File: src/rtl/uart_configurable.sv
// uart_configurable: one fractional baud/oversample tick generator shared by an
// oversampled RX path (mid-bit majority vote, false-start rejection, frame and
// parity flags) and a TX path. 5..8 data bits, none/odd/even parity, 1 or 2 stop bits.
module uart_configurable #(
  parameter int unsigned CLK_FREQUENCY = 100000000,
  parameter int unsigned BAUD_RATE     = 1000000,
  parameter int unsigned OVERSAMPLING  = 8,
  parameter int unsigned DATA_BITS     = 8,
  parameter int unsigned PARITY        = 0,
  parameter int unsigned STOP_BITS     = 1,
  parameter int unsigned ACC_WIDTH     = 16
) (
  input  logic       clk,
  input  logic       reset,
  input  logic       rx,
  output logic [7:0] rx_data,
  output logic       rx_ready,
  output logic       rx_frame_err,
  output logic       rx_parity_err,
  output logic       tx,
  input  logic       tx_start,
  input  logic [7:0] tx_data,
  output logic       tx_busy
);

  // Rounded accumulator increment: BAUD * OS * 2^ACC_WIDTH / CLK.
  localparam longint unsigned IncNum =
      64'(BAUD_RATE) * 64'(OVERSAMPLING) * (64'd1 << ACC_WIDTH);
  localparam longint unsigned IncRnd =
      (IncNum + 64'(CLK_FREQUENCY) / 64'd2) / 64'(CLK_FREQUENCY);
  localparam logic [ACC_WIDTH:0] Inc = IncRnd[ACC_WIDTH:0];

  localparam logic [3:0] OsLast   = 4'(OVERSAMPLING - 1);
  localparam logic [3:0] VoteLo   = 4'(OVERSAMPLING / 2 - 1);
  localparam logic [3:0] VoteMid  = 4'(OVERSAMPLING / 2);
  localparam logic [3:0] VoteHi   = 4'(OVERSAMPLING / 2 + 1);
  localparam logic [2:0] DataLast = 3'(DATA_BITS - 1);
  localparam logic [7:0] DataMask = 8'((32'd1 << DATA_BITS) - 32'd1);
  localparam logic       HasPar   = (PARITY != 0);
  localparam logic       OddPar   = (PARITY == 1);
  localparam logic       TwoStop  = (STOP_BITS == 2);

  typedef enum logic [2:0] {RxIdle, RxStart, RxData, RxParity, RxStop} rx_state_e;
  typedef enum logic [2:0] {TxIdle, TxStart, TxData, TxParity, TxStop} tx_state_e;

  // ---------------------------------------------------------------------------
  // Tick generator
  // ---------------------------------------------------------------------------
  logic [ACC_WIDTH-1:0] acc_q;
  logic [ACC_WIDTH:0]   acc_sum;
  logic                 os_tick_q;

  assign acc_sum = {1'b0, acc_q} + Inc;

  // Free-running accumulator; the carry out becomes a one-clk oversample tick.
  always_ff @(posedge clk or posedge reset) begin
    if (reset) begin
      acc_q     <= '0;
      os_tick_q <= 1'b0;
    end else begin
      acc_q     <= acc_sum[ACC_WIDTH-1:0];
      os_tick_q <= acc_sum[ACC_WIDTH];
    end
  end

  // ---------------------------------------------------------------------------
  // RX path
  // ---------------------------------------------------------------------------
  logic       rx_meta_q, rx_sync_q;
  rx_state_e  rx_state_q;
  logic [3:0] rx_cnt_q;
  logic [1:0] rx_ones_q;
  logic [2:0] rx_bit_q;
  logic [7:0] rx_shift_q;
  logic       rx_par_q;
  logic [7:0] rx_data_q;
  logic       rx_ready_q, rx_frame_err_q, rx_parity_err_q;
  logic       rx_vote, rx_last, rx_maj, rx_par_err;

  // Two-flop synchroniser, idles high so reset does not look like a start bit.
  always_ff @(posedge clk or posedge reset) begin
    if (reset) begin
      rx_meta_q <= 1'b1;
      rx_sync_q <= 1'b1;
    end else begin
      rx_meta_q <= rx;
      rx_sync_q <= rx_meta_q;
    end
  end

  // Vote point, end-of-bit and majority of the three mid-bit samples.
  always_comb begin
    rx_vote    = (rx_cnt_q == VoteHi);
    rx_last    = (rx_cnt_q == OsLast);
    // Two earlier samples are in rx_ones_q; the third is the current one.
    rx_maj     = (rx_ones_q == 2'd2) | ((rx_ones_q == 2'd1) & rx_sync_q);
    rx_par_err = HasPar & (^rx_shift_q ^ rx_par_q ^ OddPar);
  end

  // RX frame FSM with registered result outputs.
  always_ff @(posedge clk or posedge reset) begin
    if (reset) begin
      rx_state_q      <= RxIdle;
      rx_cnt_q        <= '0;
      rx_ones_q       <= '0;
      rx_bit_q        <= '0;
      rx_shift_q      <= '0;
      rx_par_q        <= 1'b0;
      rx_data_q       <= '0;
      rx_ready_q      <= 1'b0;
      rx_frame_err_q  <= 1'b0;
      rx_parity_err_q <= 1'b0;
    end else begin
      rx_ready_q <= 1'b0;
      if (os_tick_q) begin
        if (rx_state_q != RxIdle) begin
          rx_cnt_q <= rx_last ? 4'd0 : rx_cnt_q + 4'd1;
          if (rx_cnt_q == VoteLo)  rx_ones_q <= {1'b0, rx_sync_q};
          if (rx_cnt_q == VoteMid) rx_ones_q <= rx_ones_q + {1'b0, rx_sync_q};
        end
        unique case (rx_state_q)
          RxIdle: begin
            if (!rx_sync_q) begin
              rx_state_q <= RxStart;
              rx_cnt_q   <= '0;
              rx_shift_q <= '0;
            end
          end
          RxStart: begin
            if (rx_vote && rx_maj) begin
              rx_state_q <= RxIdle;  // glitch, not a real start bit
            end else if (rx_last) begin
              rx_state_q <= RxData;
              rx_bit_q   <= '0;
            end
          end
          RxData: begin
            if (rx_vote) rx_shift_q[rx_bit_q] <= rx_maj;
            if (rx_last) begin
              rx_bit_q <= rx_bit_q + 3'd1;
              if (rx_bit_q == DataLast) rx_state_q <= HasPar ? RxParity : RxStop;
            end
          end
          RxParity: begin
            if (rx_vote) rx_par_q <= rx_maj;
            if (rx_last) rx_state_q <= RxStop;
          end
          RxStop: begin
            // Finish at the vote point so a following start edge in the
            // back half of the stop bit is not missed.
            if (rx_vote) begin
              rx_data_q       <= rx_shift_q;
              rx_frame_err_q  <= ~rx_maj;
              rx_parity_err_q <= rx_par_err;
              rx_ready_q      <= 1'b1;
              rx_state_q      <= RxIdle;
            end
          end
          default: rx_state_q <= RxIdle;
        endcase
      end
    end
  end

  assign rx_data       = rx_data_q;
  assign rx_ready      = rx_ready_q;
  assign rx_frame_err  = rx_frame_err_q;
  assign rx_parity_err = rx_parity_err_q;

  // ---------------------------------------------------------------------------
  // TX path
  // ---------------------------------------------------------------------------
  tx_state_e  tx_state_q;
  logic       tx_q, tx_busy_q, tx_pend_q, tx_par_q, tx_stop_q;
  logic [3:0] tx_cnt_q;
  logic [2:0] tx_bit_q;
  logic [7:0] tx_shift_q;
  logic [7:0] tx_masked;

  assign tx_masked = tx_data & DataMask;

  // TX frame FSM; tx is a register so async reset forces the line high at once.
  always_ff @(posedge clk or posedge reset) begin
    if (reset) begin
      tx_state_q <= TxIdle;
      tx_q       <= 1'b1;
      tx_busy_q  <= 1'b0;
      tx_pend_q  <= 1'b0;
      tx_par_q   <= 1'b0;
      tx_stop_q  <= 1'b0;
      tx_cnt_q   <= '0;
      tx_bit_q   <= '0;
      tx_shift_q <= '0;
    end else if (!tx_busy_q) begin
      if (tx_start) begin
        tx_busy_q  <= 1'b1;
        tx_pend_q  <= 1'b1;
        tx_shift_q <= tx_masked;
        tx_par_q   <= ^tx_masked ^ OddPar;
        tx_state_q <= TxStart;
      end
    end else if (os_tick_q) begin
      if (tx_pend_q) begin
        // Start bit begins on the first tick after acceptance.
        tx_q      <= 1'b0;
        tx_pend_q <= 1'b0;
        tx_cnt_q  <= '0;
      end else if (tx_cnt_q != OsLast) begin
        tx_cnt_q <= tx_cnt_q + 4'd1;
      end else begin
        tx_cnt_q <= '0;
        unique case (tx_state_q)
          TxStart: begin
            tx_q       <= tx_shift_q[0];
            tx_shift_q <= tx_shift_q >> 1;
            tx_bit_q   <= '0;
            tx_state_q <= TxData;
          end
          TxData: begin
            if (tx_bit_q == DataLast) begin
              tx_stop_q <= 1'b0;
              if (HasPar) begin
                tx_q       <= tx_par_q;
                tx_state_q <= TxParity;
              end else begin
                tx_q       <= 1'b1;
                tx_state_q <= TxStop;
              end
            end else begin
              tx_q       <= tx_shift_q[0];
              tx_shift_q <= tx_shift_q >> 1;
              tx_bit_q   <= tx_bit_q + 3'd1;
            end
          end
          TxParity: begin
            tx_q       <= 1'b1;
            tx_stop_q  <= 1'b0;
            tx_state_q <= TxStop;
          end
          TxStop: begin
            if (TwoStop && !tx_stop_q) begin
              tx_stop_q <= 1'b1;
            end else begin
              tx_busy_q  <= 1'b0;
              tx_state_q <= TxIdle;
            end
          end
          default: begin
            tx_q       <= 1'b1;
            tx_busy_q  <= 1'b0;
            tx_state_q <= TxIdle;
          end
        endcase
      end
    end
  end

  assign tx      = tx_q;
  assign tx_busy = tx_busy_q;

endmodule

File: config.mk
export PLATFORM = sky130hd
export DESIGN_NAME = uart_configurable
export DESIGN_NICKNAME = d
export VERILOG_FILES = /design/src/rtl/uart_configurable.sv
export SDC_FILE = /design/constraint.sdc
export NUM_CORES = 1
export LEC_CHECK = 0
export ABC_AREA = 1
export BUFFER_PORTS_ARGS = -buffer_cell sky130_fd_sc_hd__buf_2
export CORE_MARGIN = 4
export CORE_UTILIZATION = 54
export CTS_BUF_LIST = sky130_fd_sc_hd__clkbuf_4 sky130_fd_sc_hd__clkbuf_8 sky130_fd_sc_hd__clkbuf_16
export DETAILED_ROUTE_END_ITERATION = 16
export PLACE_DENSITY = 0.79
export SETUP_SLACK_MARGIN = 0.15
export SYNTH_ARGS = -nofsm -noshare
export SYNTH_HDL_FRONTEND = slang
export SYNTH_SLANG_ARGS = --single-unit
File: constraint.sdc
create_clock -name clk -period 2.1 [get_ports clk]
set_clock_uncertainty 0.1 [all_clocks]
set_input_delay 0.42 -clock clk [delete_from_list [all_inputs] [get_ports clk]]
set_output_delay 0.42 -clock clk [all_outputs]
set_load 0.02 [all_outputs]
==> flow_metrics.py, run 1 <==
metrics = {
    "synthesis": {
        "netlist_instances": 462,
        "netlist_area_mm2": 0.00363,
        "synth_top_cell_by_area": "dfrtp_1",
        "ys_seq_area_share_pct": 48.3,
        "ys_ff_latch": 70,
        "syn-num-nets": 484,
        "ys_top_cells_by_area": "dfrtp_1 (46%), nand2_1 (15%), inv_1 (6.1%)",
        "synth.top_cell.area_share_pct": 46.2,
        "yosysUniqueCellTypes": 37,
        "yosys_warnings": 0,
        "avgSynthCellArea_um2": 7.86,
    },
    "place": {
        "port_buffers": 23,
        "place_ws_ns": 0.372,
        "hpwlAfterDp_um": 4780,
        "place.gp.congestion": 0.870,
    },
    "sta": {
        "tightestPinTransition_ns": 0.577,
        "setup_viol": 0,
        "min_period_ns": 1.73,
        "worst_slack_ns": 0.371,
        "slew_headroom_pct": 61.4,
        "finalSetupTns_ns": 0,
        "fmax_mhz": 578,
        "rsz0062_at_grt": "no",
        "period_share_pct": 82.3,
        "slew_viol_final": 0,
        "hold_viol": 0,
    },
    "critical_path": {
        "rr_worst_depth": 10,
        "path_class": "register to register",
        "reg2reg_to": "rx_state_q[2]",
        "endpoint_kind": "register",
        "cp-startpoint": "rx_cnt_q[0]",
        "cp-start-kind": "register",
        "cp_max_fo": 5,
        "reg2reg_slack_ns": 0.37,
        "arrival_ns": 1.86,
        "cp.required_ns": 2.23,
        "reg2reg_from": "rx_cnt_q[0]",
        "timing.critical_path.to": "rx_state_q[2]",
    },
    "floorplan": {
        "die_w_um": 90.0,
        "dieArea_mm2": 0.00810,
        "start_util_pct": 56.6,
        "fp-row-count": 29,
        "core-area_mm2": 0.00642,
        "die_h_um": 90.0,
        "ioPinCount": 25,
    },
    "finish": {
        "nets": 515,
        "num-fill-cells": 536,
        "mostFrequentLayoutCell": "nand2_1",
        "mostFrequentLayoutCells": "nand2_1 (148), dfrtp_1 (67), inv_1 (58)",
        "num_antenna_cells": 0,
        "drive_gt1_share_pct": 13.5,
        "area_growth_syn_to_layout_pct": 12.7,
    },
    "worst_hold_path": {
        "hold_path.class": "input pin to async pin",
    },
    "power": {
        "power_density_mw_per_mm2": 709,
        "total_leakage_power_nw": 2.21,
        "ir_worst_vdd_uv": 360,
    },
    "global_route": {
        "grt_pass1_vias": 2729,
        "grt_max_degree": 27,
        "grt_pass1_wl_um": 11600,
        "globalRoute.totalOverflow": 0,
        "antenna_found_initial": 0,
        "track_usage_pct": 17.0,
    },
    "route": {
        "dr_total_vias": 2911,
        "first_pass_iters": 5,
        "top_layer_used": "met4",
        "drc": 0,
        "routed_wl_um": 6550,
        "met2_length_um": 2990,
        "wl_met3_um": 209,
        "ant_nets": 0,
        "wl_met1_um": 3200,
        "drt_iter0_drc": 144,
        "vias_per_cell": 5.06,
        "wl_per_cell_um": 11.4,
    },
    "clocking": {
        "cts.clk_slew.worst_paths_ns": 0.08,
        "cts_hold_buf": 0,
        "clk_latency_ns": 0.35,
        "post_cts_buffers": 0,
        "cts_made_buffers": 9,
        "cts-resized-gates": 0,
        "cts_tree": "done",
        "cts.htree.levels": 3,
        "cts_sinks": 70,
        "clockBufferDepth": 2,
        "cts-root-buf": "clkbuf_8",
    },
    "run": {
        "drv_cap": 0,
    },
    "outcome": {
        "run_status": "complete, no violations",
    },
}
flip-flops by register name, summed over array words and instances, names as in the netlist, 2 cells and up:
register and flops:
acc_q 16, rx_bit_q 3, rx_cnt_q 4, rx_data 8, rx_ones_q 2, rx_shift_q 8, rx_state_q 3, tx_bit_q 3
tx_cnt_q 4, tx_shift_q 8, tx_state_q 3
how the worst min path moves through the flow:
stage	startpoint	end	slack, ns	depth (start not counted)
after floorplan	rx_meta_q	rx_sync_q	0.25	0
final	reset	tx_bit_q[2]	0.03	2
after CTS	reset	tx_shift_q[7]	0.04	2
after global placement	rx_meta_q	rx_sync_q	0.25	0
after detailed placement	rx_meta_q	rx_sync_q	0.25	0
after global routing	rx	rx_meta_q	0.06	1
per-layer routing:
metal / vias up / global-route usage [%]
met5: - / 0
met1: 1343 / 20.9
met4: 0 / 8.42
met2: 43 / 28.4
met3: 17 / 3.76
li1: 1508 / -
area by class of cell:
type,count,area [um2],area share [%]
repair buffers,28,178,4.34
clock buffers,10,131,3.21
multi-input cells,318,1570,38.3
flip-flops and latches,70,1760,42.9
well taps,77,96.3,2.35
clock inverters,6,110,2.69
inverters,66,256,6.27
cells in the mapped netlist (all sizes together):
cell    number
o21bai       1
nor2        37
conb         1
o21ai       35
xor2         8
o31ai        1
clkbuf       2
nand2      154
dfstp        3
nand4        6
nor3         7
and3         1
ha          10
nor4         1
nand3b       1
o22ai        1
a22oi        1
inv         64
clkinv       2
a21oi       11
buf          6
a211oi       1
or2          2
xnor2        4
dfrtp       67
nand3       35
kinds of logic after synthesis:
family	after synthesis	share of synthesized area [%]
AND/OR/NAND/NOR	244	29.0
buffers and inverters	74	8.54
flip-flops	70	48.3
AO/OA/AOI/OAI	51	7.65
XOR/XNOR	12	2.89
adder cells (fa/ha/maj)	10	3.44
other	1	0.103
worst max-delay path: stages, from the launching register on:
cell and delay (ns):
dfrtp_1 0.39, ha_1 0.20, nand3_1 0.15, inv_1 0.16, nand2_1 0.07, nand2_1 0.06
inv_1 0.04, nor2_1 0.19, nand2_1 0.12, nand2_1 0.08, nand2_1 0.06
report_power, final:
group          internal, W  switching [W]
Combinational    0.0000604       0.000132
Sequential         0.00138      0.0000232
Clock             0.000800       0.000501
Total              0.00224       0.000657
stage by stage:
stage / instances / area, um2 / utilization (%) / total power [W] / hold slack, ns
finish: 575 / 4090 / 63.7 / 0.00290 / 0.0284
floorplan: 462 / 3640 / - / 0.00158 / 0.245
global placement: 558 / 3830 / 59.7 / 0.00162 / 0.247
CTS: 574 / 4070 / 63.4 / 0.00293 / 0.0378
global route: 575 / 4090 / 63.7 / 0.00302 / 0.0581
detailed placement: 558 / 3830 / 59.7 / 0.00163 / 0.247
Note: power is estimated with default switching activity, not from simulation.
==> inputs of run 2 (changes only) <==
--- a/config.mk
+++ b/config.mk
@@ -5,13 +5,13 @@
 export SDC_FILE = /design/constraint.sdc
 export NUM_CORES = 1
 export LEC_CHECK = 0
-export ABC_AREA = 1
+export ABC_AREA = 0
 export BUFFER_PORTS_ARGS = -buffer_cell sky130_fd_sc_hd__buf_2
 export CORE_MARGIN = 4
-export CORE_UTILIZATION = 54
+export CORE_UTILIZATION = 55
 export CTS_BUF_LIST = sky130_fd_sc_hd__clkbuf_4 sky130_fd_sc_hd__clkbuf_8 sky130_fd_sc_hd__clkbuf_16
 export DETAILED_ROUTE_END_ITERATION = 16
-export PLACE_DENSITY = 0.79
+export PLACE_DENSITY = 0.78
 export SETUP_SLACK_MARGIN = 0.15
 export SYNTH_ARGS = -nofsm -noshare
 export SYNTH_HDL_FRONTEND = slang
==> constraint.sdc (replaced) <==
create_clock -name clk -period 1.6 [get_ports clk]
set_clock_uncertainty 0.1 [all_clocks]
set_input_delay 0.32 -clock clk [delete_from_list [all_inputs] [get_ports clk]]
set_output_delay 0.32 -clock clk [all_outputs]
set_load 0.02 [all_outputs]
==> run 2 against run 1 <==
Against the previous run:
- the flow now finishes with violations (negative setup slack)
- die area fell by 7.8%
- cell area rose by 22%
- power rose by 30%
- worst setup slack got worse by 0.97 ns
- sequential cell count did not move
- sequential power rose by 30%
- global-route usage rose by 6.4 points
- register-to-register slack got worse by 0.97 ns
- synthesized cell count fell by 34%
- clock-buffer cell count fell by 1
- largest power group unchanged
==> flow_metrics.py, run 2 <==
metrics = {
    "synthesis": {
        "synth-async-reset-ratio_pct": 100,
        "synthMostInstantiatedCell": "dfrtp_1",
        "synth_top_cell_by_area": "dfrtp_1",
        "yosys_warnings": 0,
        "netlist_area_mm2": 0.00338,
        "synth_edf_count": 0,
        "ys.flop_type": "dfrtp_1",
        "avgSynthCellArea_um2": 11.2,
        "synth.top_cell.area_share_pct": 49.6,
        "ys_top_cells_by_area": "dfrtp_1 (50%), mux2_2 (8.0%), ha_1 (3.7%)",
        "ys_ff_latch": 70,
        "ys_seq_area_share_pct": 51.9,
        "netlist_instances": 303,
        "yosysUniqueCellTypes": 52,
        "synthTopCellsByCount": "dfrtp_1 (67), mux2_2 (24), nand2_1 (20), inv_1 (18), o21ai_0 (17)",
        "syn-num-nets": 325,
    },
    "global_route": {
        "globalRoute.totalOverflow": 0,
        "track_usage_pct": 23.5,
        "grt_pass1_vias": 2836,
        "grt_max_degree": 26,
        "antenna_found_initial": 0,
        "grt_pass1_wl_um": 13600,
    },
    "sta": {
        "slew_viol_final": 0,
        "slew_headroom_pct": 61.0,
        "tightestPinTransition_ns": 0.583,
        "hold_viol": 0,
        "period_share_pct": 137,
        "min_period_ns": 2.20,
        "rsz0062_at_grt": "yes",
        "fmax_mhz": 455,
        "setup_viol": 42,
        "worst_slack_ns": -0.599,
    },
    "critical_path": {
        "reg2reg_slack_ns": -0.60,
        "cp-start-kind": "register",
        "path_class": "register to register",
        "endpoint_kind": "register",
        "cp_max_fo": 8,
        "arrival_ns": 2.35,
        "cp.required_ns": 1.75,
    },
    "floorplan": {
        "ioPinCount": 25,
        "start_util_pct": 56.8,
        "die_w_um": 86.4,
        "die_h_um": 86.4,
        "dieArea_mm2": 0.00747,
        "core-area_mm2": 0.00596,
        "fp-row-count": 28,
    },
    "finish": {
        "multi_input_area_mm2": 0.00195,
        "seqCellArea_mm2": 0.00176,
        "largest_reg_flops": 16,
        "nets": 430,
        "final_cells": 488,
        "mostFrequentLayoutCell": "dfrtp_1",
        "mostFrequentLayoutCells": "dfrtp_1 (64), buf_4 (57), mux2_2 (22), buf_6 (22), buf_2 (22)",
        "drive_gt1_share_pct": 54.7,
        "regMostFlops": "acc_q",
        "num_antenna_cells": 0,
        "num-fill-cells": 299,
        "area_growth_syn_to_layout_pct": 47.3,
    },
    "clocking": {
        "cts_sinks": 70,
        "cts_made_buffers": 9,
        "clockBufferDepth": 2,
        "clk_latency_ns": 0.36,
        "cts_tree": "done",
        "cts-root-buf": "clkbuf_8",
        "cts.htree.levels": 3,
        "cts.clk_slew.worst_paths_ns": 0.08,
    },
    "route": {
        "first_pass_iters": 4,
        "routed_wl_um": 8980,
        "dr_total_vias": 2829,
        "ant_nets": 0,
        "drc": 0,
        "drt_iter0_drc": 110,
        "vias_per_cell": 5.80,
        "wl_per_cell_um": 18.4,
    },
    "place": {
        "hpwlAfterDp_um": 4730,
        "port_buffers": 23,
        "place.gp.congestion": 0.792,
        "place_inst": 436,
        "place_ws_ns": -0.568,
    },
    "outcome": {
        "run_status": "complete, but fails checks",
        "violations": "negative setup slack",
    },
    "power": {
        "power_w": 0.00376,
        "ir_worst_vdd_uv": 654,
        "total_leakage_power_nw": 2.22,
        "power_density_mw_per_mm2": 755,
    },
    "worst_hold_path": {
        "hold_path.class": "input pin to register",
    },
    "run": {
        "drv_cap": 0,
    },
}
-- run 2: changes by cell type after synthesis, moves of 8 or more --
cell and change:
inv_1 -41, mux2_2 +24, nand2_1 -128, nand3_1 -26
nor2_1 -18, o211ai_1 +10, o21ai_0 -8, o21ai_1 -10
o31ai_1 +10, xnor2_1 +8
-- run 2: metal layers --
layer / vias up / track usage [%] / routed length, um
met4: 0 / 9.35 / 257
met5: - / 0 / 0
li1: 1302 / - / -
met3: 26 / 5.70 / 320
met1: 1426 / 27.9 / 3690
met2: 75 / 40.8 / 4720
-- run 2: through the flow --
stage,instance area [um2],TNS [ns],util (%),hold WS [ns]
floorplan,3460,-7.16,-,0.224
global placement,3970,-7.39,66.6,0.236
detailed placement,3970,-8.89,66.6,0.244
CTS,4670,-8.83,78.4,0.0598
global route,4980,-12.24,83.7,0.0784
finish,4980,-9.99,83.7,0.0714
-- run 2: timing repair --
item                                    4_1_cts  5_1_grt
hold endpoints to repair                     11        0
pin swaps                                    18       29
endpoints found under the setup margin       52       59
cloned                                        1        0
buffers inserted                             21       12
hold buffers                                  2        0
gates resized for setup                      73       46
-- run 2: cell families after synthesis --
family / after synthesis / share of synthesized area, %
AO/OA/AOI/OAI: 67 / 13.9
XOR/XNOR: 16 / 4.14
adder cells (fa/ha/maj): 10 / 3.70
buffers and inverters: 31 / 3.70
flip-flops: 70 / 51.9
multiplexers: 30 / 9.76
other: 1 / 0.111
AND/OR/NAND/NOR: 78 / 12.8
-- run 2: power by group --
part	switching (W)	internal, W
combinational	0.000118	0.000136
sequential	0.0000267	0.00181
clock	0.000770	0.000899
total	0.000915	0.00285
-- run 2: path summary, 6_finish.rpt --
kind	startpoint	to	cells past startpoint
setup / recovery	tx_bit_q[0]	tx_shift_q[6]	6
hold / removal	tx_start	tx_busy	2
setup reg to reg	tx_bit_q[0]	tx_shift_q[6]	6
hold reg to reg	rx_meta_q	rx_sync_q	0
max in group asynchronous	reset	rx_state_q[0]	4
min in group asynchronous	reset	tx_cnt_q[2]	3
-- run 2: area by class of cell --
type	count	area share, %
multi-input cells	202	39.2
flip-flops and latches	70	35.3
repair buffers	107	17.7
clock buffers	9	2.49
clock inverters	7	2.06
well taps	75	1.88
inverters	18	1.43
-- run 2: worst max-delay path, stage by stage (launching register included) --
cell and delay [ns]:
dfrtp_1 0.39, ha_2 0.20, ha_4 0.16, or3b_4 0.39, a2111oi_4 0.40, nor2_4 0.13, mux2_4 0.32
==> inputs of run 3 (changes only) <==
--- a/config.mk
+++ b/config.mk
@@ -7,11 +7,13 @@
 export LEC_CHECK = 0
 export ABC_AREA = 0
 export BUFFER_PORTS_ARGS = -buffer_cell sky130_fd_sc_hd__buf_2
+export CELL_PAD_IN_SITES_DETAIL_PLACEMENT = 0
+export CELL_PAD_IN_SITES_GLOBAL_PLACEMENT = 1
 export CORE_MARGIN = 4
-export CORE_UTILIZATION = 55
+export CORE_UTILIZATION = 48
 export CTS_BUF_LIST = sky130_fd_sc_hd__clkbuf_4 sky130_fd_sc_hd__clkbuf_8 sky130_fd_sc_hd__clkbuf_16
 export DETAILED_ROUTE_END_ITERATION = 16
-export PLACE_DENSITY = 0.78
+export PLACE_DENSITY = 0.83
 export SETUP_SLACK_MARGIN = 0.15
 export SYNTH_ARGS = -nofsm -noshare
 export SYNTH_HDL_FRONTEND = slang
==> run 3 against run 2 <==
Against the previous run:
- the run still ends with negative setup slack left
- non-clock buffer count is 1 lower
- first-iteration DRC count is 7.3% lower
- critical path depth is 2 higher
- die area is 13% higher
- global-route usage is 4.4 points lower
- critical path type unchanged
- largest cell class unchanged
- largest power group unchanged
- highest routed layer unchanged
==> flow_metrics.py, run 3 (synthesis results as in run 2) <==
metrics = {
    "outcome": {
        "run_status": "complete, but fails checks",
        "violations": "negative setup slack",
    },
    "clocking": {
        "clockBufferDepth": 2,
        "cts_tree": "done",
        "cts_sinks": 70,
        "cts_made_buffers": 9,
        "cts.htree.levels": 3,
        "cts-root-buf": "clkbuf_8",
        "cts.clk_slew.worst_paths_ns": 0.08,
        "clk_latency_ns": 0.36,
    },
    "place": {
        "place.gp.congestion": 0.818,
        "port_buffers": 23,
        "hpwlAfterDp_um": 4510,
        "place_ws_ns": -0.561,
    },
    "sta": {
        "fmax_mhz": 454,
        "whs_ns": 0.121,
        "setup_viol": 40,
        "worst_slack_ns": -0.601,
        "period_share_pct": 138,
        "slew_viol_final": 0,
        "slew_headroom_pct": 57.4,
        "rsz0062_at_grt": "yes",
        "tightestPinTransition_ns": 0.638,
        "hold_viol": 0,
        "min_period_ns": 2.20,
    },
    "critical_path": {
        "path_buf_inv": 3,
        "slowest_delay_ns": 0.40,
        "arrival_ns": 2.39,
        "rr_worst_depth": 8,
        "crit_chain": "ha_2, ha_4, or3b_4, buf_4, buf_6, buf_6, a211o_2, a32o_1",
        "worst_path_max_delay_cell": "dfrtp_1",
        "reg2reg_slack_ns": -0.60,
        "reg2reg_to": "tx",
        "path_class": "register to register",
        "cp_max_fo": 3,
        "critPathTopFamily": "compound AO/OA/AOI/OAI gates",
        "cp.required_ns": 1.79,
        "crit_top_cell": "buf_6",
        "cp-start-kind": "register",
        "reg2reg_from": "tx_bit_q[0]",
        "endpoint_kind": "register",
    },
    "power": {
        "power_density_mw_per_mm2": 717,
        "total_leakage_power_nw": 2.21,
        "ir_worst_vdd_uv": 483,
    },
    "finish": {
        "multi_input_area_mm2": 0.00194,
        "area_growth_syn_to_layout_pct": 46.3,
        "largest_reg_flops": 16,
        "regMostFlops": "acc_q",
        "num-fill-cells": 476,
        "mostFrequentLayoutCell": "dfrtp_1",
        "seqCellArea_mm2": 0.00176,
        "num_antenna_cells": 0,
        "drive_gt1_share_pct": 53.6,
        "nets": 429,
        "mostFrequentLayoutCells": "dfrtp_1 (61), buf_4 (60), mux2_2 (22)",
    },
    "global_route": {
        "grt_pass1_vias": 2756,
        "grt_max_degree": 71,
        "met2_usage_pct": 31.4,
        "globalRoute.totalOverflow": 0,
        "gr-max-usage-layer": "met2",
        "use_met1_pct": 24.2,
        "track_usage_pct": 19.1,
        "grt_pass1_wl_um": 13000,
        "use_met3_pct": 3.36,
        "antenna_found_initial": 0,
    },
    "route": {
        "wl_per_cell_um": 15.4,
        "dr_total_vias": 2771,
        "vias_per_cell": 5.45,
        "drt_iter0_drc": 102,
        "ant_nets": 0,
        "first_pass_iters": 4,
        "drc": 0,
        "routed_wl_um": 7820,
    },
    "worst_hold_path": {
        "worst_hold_path.endpoint": "tx_busy",
        "hold_start": "tx_start",
        "hold_depth": 2,
        "hold_path.class": "input pin to register",
    },
    "floorplan": {
        "ioPinCount": 25,
        "die_h_um": 92.0,
        "start_util_pct": 49.5,
        "core-area_mm2": 0.00683,
        "die_w_um": 92.0,
        "fp-row-count": 30,
        "dieArea_mm2": 0.00846,
    },
    "run": {
        "drv_cap": 0,
    },
}
[run 3: worst register-to-register path, cell delays in order (launching register included)]
cell     delay [ns]
dfrtp_1        0.40
ha_2           0.21
ha_4           0.15
or3b_4         0.39
buf_4          0.15
buf_6          0.10
buf_6          0.11
a211o_2        0.30
a32o_1         0.22
[run 3: through the flow]
step           power [W]  area (um2)  TNS [ns]  cells  util [%]
3_5_place_dp     0.00206        4030     -8.60    464      59.0
4_1_cts          0.00356        4680     -8.89    499      68.4
3_3_place_gp     0.00205        4030     -7.51    464      59.0
2_1_floorplan    0.00198        3460     -7.16    303         -
5_1_grt          0.00371        4950    -12.31    508      72.5
6_report         0.00355        4950     -9.77    508      72.5
[run 3: worst max-delay path by stage]
stage	startpoint	endpoint	slack, ns	depth (start not counted)
6_report	tx_bit_q[0]	tx	-0.60	8
3_3_place_gp	tx_bit_q[0]	tx_shift_q[1]	-0.52	6
3_5_place_dp	tx_bit_q[0]	tx_shift_q[1]	-0.56	6
5_1_grt	tx_bit_q[0]	tx_shift_q[7]	-0.67	6
2_1_floorplan	tx_bit_q[0]	tx_shift_q[1]	-0.59	6
4_1_cts	tx_bit_q[0]	tx_shift_q[7]	-0.57	6
[run 3: repair_timing]
action | CTS | global route
setup buffers | 17 | 9
hold buffers | 2 | 0
endpoints found under the hold margin | 68 | 0
endpoints found under the setup margin | 55 | 59
pin swaps | 29 | 19
gates resized for setup | 70 | 44
[run 3: cell type report]
type	count	area share [%]
Timing Repair Buffer	106	17.2
Clock buffer	9	2.50
Inverter	18	1.44
Tap cell	96	2.43
Clock inverter	7	1.64
Sequential cell	70	35.6
Multi-Input combinational cell	202	39.2
[run 3: power by group]
group          internal, W  leakage [nW]  switching [W]
logic             0.000107          1.24      0.0000994
registers          0.00181         0.871      0.0000254
clock network     0.000741        0.0944       0.000766
[run 3: layer usage]
layer / vias to the layer above / share of wire, %
met5: - / 0
met4: 0 / 2.8
met3: 22 / 3.1
met2: 53 / 50
met1: 1393 / 44
li1: 1303 / -
